[config.mk]
export PLATFORM = sky130hd
export DESIGN_NAME = mem_arbiter
export DESIGN_NICKNAME = d
export VERILOG_FILES = /design/src/rtl/mem_arbiter.sv
export SDC_FILE = /design/constraint.sdc
export NUM_CORES = 1
export LEC_CHECK = 0
export CAP_MARGIN = 30
export CELL_PAD_IN_SITES_DETAIL_PLACEMENT = 1
export CELL_PAD_IN_SITES_GLOBAL_PLACEMENT = 2
export CORE_MARGIN = 3
export CORE_UTILIZATION = 34
export DETAILED_ROUTE_END_ITERATION = 12
export GPL_TIMING_DRIVEN = 1
export HOLD_SLACK_MARGIN = 0.12
export PLACE_DENSITY_LB_ADDON = 0.3
export SLEW_MARGIN = 40
export SYNTH_ARGS = -nofsm -noshare
export SYNTH_HDL_FRONTEND = slang
export SYNTH_SLANG_ARGS = --single-unit
[constraint.sdc]
create_clock -name clk -period 9.6 [get_ports clk]
set_input_delay 1.44 -clock clk [delete_from_list [all_inputs] [get_ports clk]]
set_output_delay 1.44 -clock clk [all_outputs]
set_load 0.01 [all_outputs]
[src/rtl/mem_arbiter.sv]
// Byte-serial sequencer for the external memory bus, shared between instruction
// fetch (word reads) and the load/store buffer (1/2/4-byte reads and writes).
module mem_arbiter #(
  parameter int         ADDR_W = 32,
  parameter logic [1:0] IO_HI  = 2'b11
) (
  input  logic              clk,
  input  logic              rst,
  input  logic              rdy,
  input  logic              flush,
  input  logic              if_req,
  input  logic [ADDR_W-1:0] if_addr,
  output logic              if_done,
  output logic [31:0]       if_data,
  input  logic              ls_req,
  input  logic              ls_we,
  input  logic [1:0]        ls_size,
  input  logic              ls_signed,
  input  logic [ADDR_W-1:0] ls_addr,
  input  logic [31:0]       ls_wdata,
  output logic              ls_done,
  output logic [31:0]       ls_rdata,
  input  logic [7:0]        mem_din,
  output logic [7:0]        mem_dout,
  output logic [ADDR_W-1:0] mem_a,
  output logic              mem_wr,
  input  logic              io_buffer_full
);

  typedef enum logic [1:0] {IDLE = 2'b00, RD = 2'b01, WR = 2'b10, DONE = 2'b11} state_t;

  state_t            state, state_nx;
  logic              last_ls, cur_ls, cur_we, cur_sgn;
  logic [1:0]        cur_size;
  logic [2:0]        n_bytes, idx, offset;
  logic [ADDR_W-1:0] addr;
  logic [31:0]       wdata, data_buf, asm_data, if_data_hold, ls_rdata_hold;
  logic [7:0]        wr_byte;
  logic              grant, grant_ls, io_stall;

  function automatic logic [2:0] byte_count(input logic [1:0] size);
    case (size)
      2'b00:   byte_count = 3'd1;
      2'b01:   byte_count = 3'd2;
      default: byte_count = 3'd4;
    endcase
  endfunction

  function automatic logic [31:0] extend(input logic [31:0] d, input logic [1:0] size,
                                         input logic sgn);
    case (size)
      2'b00:   extend = {{24{sgn & d[7]}}, d[7:0]};
      2'b01:   extend = {{16{sgn & d[15]}}, d[15:0]};
      default: extend = d;
    endcase
  endfunction

  assign io_stall = (addr[17:16] == IO_HI) && io_buffer_full;

  // Arbitration and next-state selection.
  always_comb begin
    state_nx = state;
    grant    = 1'b0;
    grant_ls = 1'b0;
    case (state)
      IDLE: begin
        if (!flush && (if_req || ls_req)) begin
          grant    = 1'b1;
          grant_ls = ls_req && (!if_req || !last_ls);
          state_nx = (grant_ls && ls_we) ? WR : RD;
        end else begin
          state_nx = IDLE;
        end
      end
      RD: begin
        if (flush) begin
          state_nx = IDLE;
        end else if (idx == n_bytes) begin
          state_nx = DONE;
        end else begin
          state_nx = RD;
        end
      end
      WR: begin
        if (!io_stall && (idx == n_bytes - 3'd1)) begin
          state_nx = DONE;
        end else begin
          state_nx = WR;
        end
      end
      DONE:    state_nx = IDLE;
      default: state_nx = IDLE;
    endcase
  end

  // While rdy is low, keep the previous read address on the bus so the byte
  // returned after the freeze still belongs to the pending capture.
  always_comb begin
    if (state == RD && !rdy && idx != 3'd0) begin
      offset = idx - 3'd1;
    end else begin
      offset = idx;
    end
  end

  // Merge the incoming read byte into the assembly buffer.
  always_comb begin
    asm_data = data_buf;
    case (idx)
      3'd1:    asm_data[7:0]   = mem_din;
      3'd2:    asm_data[15:8]  = mem_din;
      3'd3:    asm_data[23:16] = mem_din;
      3'd4:    asm_data[31:24] = mem_din;
      default: asm_data        = data_buf;
    endcase
  end

  // Select the store byte for the current index.
  always_comb begin
    case (idx[1:0])
      2'd0:    wr_byte = wdata[7:0];
      2'd1:    wr_byte = wdata[15:8];
      2'd2:    wr_byte = wdata[23:16];
      default: wr_byte = wdata[31:24];
    endcase
  end

  assign mem_a    = (state == RD || state == WR) ? addr + ADDR_W'(offset) : {ADDR_W{1'b0}};
  assign mem_wr   = (state == WR) && rdy && !io_stall;
  assign mem_dout = (state == WR) ? wr_byte : 8'h00;

  // A flush suppresses fetch/load completion but never a committed store.
  assign if_done  = (state == DONE) && !cur_ls && rdy && !flush;
  assign ls_done  = (state == DONE) && cur_ls && rdy && (cur_we || !flush);
  assign if_data  = if_done ? data_buf : if_data_hold;
  assign ls_rdata = (ls_done && !cur_we) ? data_buf : ls_rdata_hold;

  // State register.
  always_ff @(posedge clk or negedge rst) begin
    if (!rst) begin
      state <= IDLE;
    end else if (rdy) begin
      state <= state_nx;
    end
  end

  // Request latching, byte indexing, read assembly and result holding.
  always_ff @(posedge clk or negedge rst) begin
    if (!rst) begin
      last_ls       <= 1'b1;
      cur_ls        <= 1'b0;
      cur_we        <= 1'b0;
      cur_sgn       <= 1'b0;
      cur_size      <= 2'b00;
      n_bytes       <= 3'd0;
      idx           <= 3'd0;
      addr          <= {ADDR_W{1'b0}};
      wdata         <= 32'h0;
      data_buf      <= 32'h0;
      if_data_hold  <= 32'h0;
      ls_rdata_hold <= 32'h0;
    end else if (rdy) begin
      case (state)
        IDLE: begin
          if (grant) begin
            last_ls <= grant_ls;
            cur_ls  <= grant_ls;
            idx     <= 3'd0;
            if (grant_ls) begin
              addr     <= ls_addr;
              cur_we   <= ls_we;
              cur_size <= ls_size;
              cur_sgn  <= ls_signed;
              wdata    <= ls_wdata;
              n_bytes  <= byte_count(ls_size);
            end else begin
              addr     <= if_addr;
              cur_we   <= 1'b0;
              cur_size <= 2'b10;
              cur_sgn  <= 1'b0;
              n_bytes  <= 3'd4;
            end
          end
        end
        RD: begin
          if (!flush) begin
            idx      <= idx + 3'd1;
            data_buf <= (idx == n_bytes) ? extend(asm_data, cur_size, cur_sgn) : asm_data;
          end
        end
        WR: begin
          if (!io_stall) begin
            idx <= idx + 3'd1;
          end
        end
        DONE: begin
          if (if_done) begin
            if_data_hold <= data_buf;
          end
          if (ls_done && !cur_we) begin
            ls_rdata_hold <= data_buf;
          end
        end
        default: idx <= 3'd0;
      endcase
    end
  end

endmodule

== After elaboration in Yosys (flattened, before gate mapping) ==
Index checks and enable logic that the tools add are counted.

* $add $sub $neg: 4
* Reduce and logical (&&, ||, !) cells: 38
* Equal/unequal tests: 17
* Bitwise gates (word level): 3
* Mux-type cells: 32

{| class="wikitable"
|+ Operator list
! kind !! count
|-
| $mux W32 || 5
|-
| $pmux W32 S2 || 1
|-
| $mux W8 || 5
|-
| $add A32 B3 Y32 || 1
|-
| $pmux W8 S3 || 1
|-
| $logic_and A1 B1 Y1 || 16
|-
| $mux W3 || 5
|-
| $mux W2 || 5
|-
| $pmux W3 S3 || 1
|-
| $eq A2 B1 Y1 const B || 4
|-
| $eq A2 B2 Y1 const B || 4
|-
| $logic_not A2 Y1 || 4
|-
| $pmux W2 S4 || 1
|-
| $logic_not A1 Y1 || 7
|-
| $mux W1 || 7
|-
| $eq A3 B2 Y1 const B || 2
|-
| $eq A3 B3 Y1 || 2
|-
| $ne A2 B2 Y1 const B || 3
|-
| $pmux W3 S2 || 1
|-
| $reduce_and A3 Y1 || 2
|-
| $reduce_bool A3 Y1 || 2
|-
| $sub A3 B1 Y3 const B || 2
|-
| $reduce_and A5 Y1 || 1
|-
| $logic_or A1 B1 Y1 || 4
|-
| other kinds (7) || 8
|}

* Output and inout port bits: 107
* Input port bits: 115
* Flip-flop bits (word level): 174

== Logic depth before layout (Yosys ltp) ==
* Word-level depth: 7
* Depth in mapped cells: 13

== Worst setup path after synthesis ==
No wires, ideal clock.

* Path type: input-to-output
* From: in rdy
* To: out mem_a[31]
* Slack: 4638 ps
* Data arrival time: 3522 ps
* Data required time: 8160 ps
* Cell stages on the path: 11
* Cells stage by stage: buf_2 -> nor2b_1 -> o21ai_0 -> nand2_1 -> o21ai_0 -> ha_1 -> nand3_1 -> a21oi_2 -> nand3_2 -> or3_1 -> a21boi_1

* Word-level cells in the longest chain between the ends: 6

{| class="wikitable"
|+ RTL lines
! what !! RTL line !! RTL
|-
| start, declared || 9 || <nowiki>input logic rdy,</nowiki>
|-
| $logic_not A1 Y1 || 99 || <nowiki>if (state == RD && !rdy && idx != 3'd0) begin</nowiki>
|-
| $logic_and A1 B1 Y1 (2 in a row) || 99 ||
|-
| $mux W3 || 99 ||
|-
| $add A32 B3 Y32 || 128 || <nowiki>assign mem_a = (state == RD || state == WR) ? addr + ADDR_W'(offset) : {ADDR_W{1'b0}};</nowiki>
|-
| $mux W32 || 128 ||
|-
| end, declared || 25 || <nowiki>output logic [ADDR_W-1:0] mem_a,</nowiki>
|}

Every way passes these cells.

== Worst setup path in the final report ==
* From: in rdy
* To: out mem_a[20]

The elaborated chain is that of the path after synthesis.

==> impl_metrics.sql <==
INSERT INTO impl_metrics (metric_group, metric, value, unit) VALUES
('worst_setup_path', 'cp_max_fo', '9', ''),
('sta', 'clock.fmax', '154', 'MHz'),
('pwr', 'power.total', '2760', 'µW'),
('clock_tree', 'cts_resized', '0', ''),
('clock_tree', 'post_cts.repair.setup_buffers', '0', ''),
('die', 'floorplan.initialDensity', '34.7', '%'),
('clock_tree', 'cts.hold.buffers_added', '0', ''),
('detailed_routing', 'drt-vias-per-instance', '5.06', ''),
('synth', 'mappedNetlistNets', '991', ''),
('pwr', 'power_switching_share', '35.7', '%'),
('placed_design', 'port_buffers', '221', ''),
('clock_tree', 'clock_tree.root_cell', 'sky130_fd_sc_hd__clkbuf_16', ''),
('sta', 'finalSetupViolations', '0', ''),
('worst_setup_path', 'cp_slowest_cell', 'sky130_fd_sc_hd__nor3_1', ''),
('worst_setup_path', 'reg2reg_setup_slack', '6.86', 'ns'),
('sta', 'finalCriticalPeriod', '6.50', 'ns'),
('detailed_routing', 'detail_route.wl_per_cell', '18.6', 'µm'),
('pwr', 'p_leak', '0.00537', 'µW'),
('pwr', 'clockPowerShare', '25.4', '%'),
('placed_design', 'dp.final_hpwl', '18500', 'µm'),
('clock_tree', 'clk_path_buf_depth', '2', ''),
('synth', 'synthMostInstantiatedCell', 'sky130_fd_sc_hd__dfrtp_1', ''),
('status', 'run_status', 'complete, no violations', ''),
('synth', 'synth.cells.most_frequent', 'sky130_fd_sc_hd__dfrtp_1 (173), sky130_fd_sc_hd__nand2_1 (133), sky130_fd_sc_hd__mux2_2 (123), sky130_fd_sc_hd__nor2_1 (79)', ''),
('layout', 'design.final.nets', '1190', ''),
('synth', 'synth.top_cells.by_area', 'sky130_fd_sc_hd__dfrtp_1 (48%), sky130_fd_sc_hd__mux2_2 (15%), sky130_fd_sc_hd__nand2_1 (5.5%)', ''),
('synth', 'synthesis.instances', '860', ''),
('worst_setup_path', 'regToRegStartpoint', 'idx[1]', ''),
('run', 'drv.max_cap_violation_count', '0', ''),
('layout', 'num_antenna_cells', '0', ''),
('worst_setup_path', 'cp.arrival', '5.06', 'ns'),
('min_path', 'min-delay-path-class', 'flop to flop', ''),
('clock_tree', 'cts.clk_slew.worst_paths', '0.07', 'ns'),
('placed_design', 'placedInstanceArea', '11600', 'µm²'),
('synth', 'most_area_hungry_cell_type_in_the_yosys_netlist', 'sky130_fd_sc_hd__dfrtp_1', ''),
('placed_design', 'gp_routability_congestion', '0.782', ''),
('sta', 'slew_headroom', '43.2', '%'),
('sta', 'timing.final.crit_share', '67.7', '%'),
('pwr', 'pwr-share-seq', '42.5', '%'),
('synth', 'synth_async_sr_flop_share', '100', '%'),
('die', 'design.core.area', '26100', 'µm²'),
('worst_setup_path', 'worst_setup_path_start_kind', 'input port', ''),
('pwr', 'p_comb_share', '32.1', '%'),
('clock_tree', 'clock_buffers_created_by_tritoncts', '17', ''),
('detailed_routing', 'drt_drc_violations_left', '0', ''),
('sta', 'final.setup_skew', '0.0134', 'ns'),
('synth', 'post_synth.cell_area_avg', '10.5', 'µm²'),
('layout', 'filler_cell_count', '2884', ''),
('layout', 'register_area', '4360', 'µm²'),
('pwr', 'maximum_vdd_drop', '122', 'µV'),
('synth', 'synth.yosys.seq_area_share', '48.0', '%'),
('die', 'core.rowCount', '59', ''),
('detailed_routing', 'detail-route-antenna-nets', '0', ''),
('sta', 'hold_violations', '0', ''),
('pwr', 'psw', '988', 'µW'),
('clock_tree', 'tritoncts_clock_tree', 'yes', ''),
('die', 'die_h', '169', 'µm'),
('clock_tree', 'cts_sinks', '174', ''),
('global_route', 'grt_pass1_vias', '7373', ''),
('placed_design', 'placedCellCount', '1375', ''),
('pwr', 'intPower', '1780', 'µW'),
('sta', 'rsz_0062_raised_after_global_routing', 'false', ''),
('min_path', 'holdCritStartpoint', 'last_ls', ''),
('global_route', 'grt_first_pass_wirelength', '41900', 'µm'),
('worst_setup_path', 'reg2regPathDepth', '7', ''),
('die', 'die_width', '169', 'µm'),
('sta', 'finalSetupTns', '0', 'ns'),
('detailed_routing', 'drt_first_pass_iters', '5', ''),
('layout', 'design_area', '12200', 'µm²'),
('worst_setup_path', 'critPathRequiredTime', '8.16', 'ns'),
('sta', 'worstMarginPinSlew', '0.846', 'ns');
==> cells by family after synthesis <==
kind of cell | Yosys count | synth area share (%)
AOI/OAI and AO/OA | 122 | 9.34
xor gates and xnor gates | 31 | 3.28
adders and majority gates | 16 | 2.29
buffers and inverters | 61 | 2.95
DFF | 174 | 48.0
muxes | 139 | 17.2
and+or+nand+nor | 317 | 16.9
==> placed cells by master (no fill, tap or decap), drive strengths merged, types with 3 or more instances in the layout <==
| cell type | instances |
|---|---|
| a21boi | 5 |
| a21oi | 16 |
| a222oi | 8 |
| a22o | 3 |
| and2 | 33 |
| and3 | 8 |
| buf | 7 |
| clkbuf | 19 |
| clkdlybuf4s50 | 220 |
| clkinv | 5 |
| dfrtp | 173 |
| ha | 15 |
| inv | 20 |
| mux2 | 137 |
| nand2 | 133 |
| nand2b | 3 |
| nand3 | 20 |
| nand4 | 12 |
| nor2 | 80 |
| nor2b | 7 |
| nor3 | 4 |
| nor4 | 3 |
| o21ai | 28 |
| o221a | 8 |
| o22ai | 33 |
| o32ai | 9 |
| or3 | 5 |
| xnor2 | 23 |
| xor2 | 8 |
==> worst max-delay path, delay by kind of cell <==
family / cells / cell delay [ns]
xor+xnor: 1 / 0.17
fa+ha+maj: 1 / 0.28
compound gates: 3 / 0.74
buf+inv: 2 / 1.09
simple gates: 4 / 1.32
==> stage by stage <==
| stage | worst slack, ns | utilization, % |
|---|---|---|
| detailed placement | 3.14 | 44.3 |
| finish | 3.10 | 46.6 |
| CTS | 3.11 | 46.5 |
| floorplan | 4.64 | - |
| global route | 2.77 | 46.6 |
| global placement | 3.29 | 44.2 |
==> sequential cells by signal (all words and copies together), names as in the netlist <==
register and flops:
cur_we 1, cur_sgn 1, ls_rdata_hold 32, idx 3
wdata 32, addr 32, cur_ls 1, state 2
n_bytes 3, cur_size 2, data_buf 32, last_ls 1
if_data_hold 32
==> routing by layer <==
metal | vias to the layer above | track usage (%) | part of all wire (%)
met4 | 2 | 4.16 | 0.89
met2 | 147 | 31.2 | 50
li1 | 3415 | - | -
met5 | - | 0 | 0.042
met3 | 15 | 4.71 | 5.3
met1 | 3538 | 24.1 | 43
==> worst max-delay path by stage <==
stage / cells after the start / end / start / slack, ns
after floorplan: 11 / mem_a[31] / rdy / 4.64
after global placement: 11 / mem_a[20] / rdy / 3.29
after detailed placement: 11 / mem_a[18] / rdy / 3.14
after CTS: 11 / mem_a[20] / rdy / 3.11
after global routing: 11 / mem_a[20] / rdy / 2.77
final: 11 / mem_a[20] / rdy / 3.10
==> power by group through the flow <==
| stage | registers, µW | clock network, µW | logic (µW) |
|---|---|---|---|
| floorplan | 1110 | 0 | 560 |
| detailed placement | 1190 | 0 | 898 |
| CTS | 1180 | 727 | 904 |
| global placement | 1180 | 0 | 882 |
| global route | 1210 | 756 | 998 |
| finish | 1170 | 702 | 888 |
==> area by class of cell <==
class	count	area share, %
clock buffer	18	3.61
clock inverter	14	1.24
inverter	13	0.401
multi-input combinational	625	36.8
sequential	174	35.8
tap	335	3.44
timing repair buffer	228	18.7
Note: power is estimated with default switching activity, not from simulation.
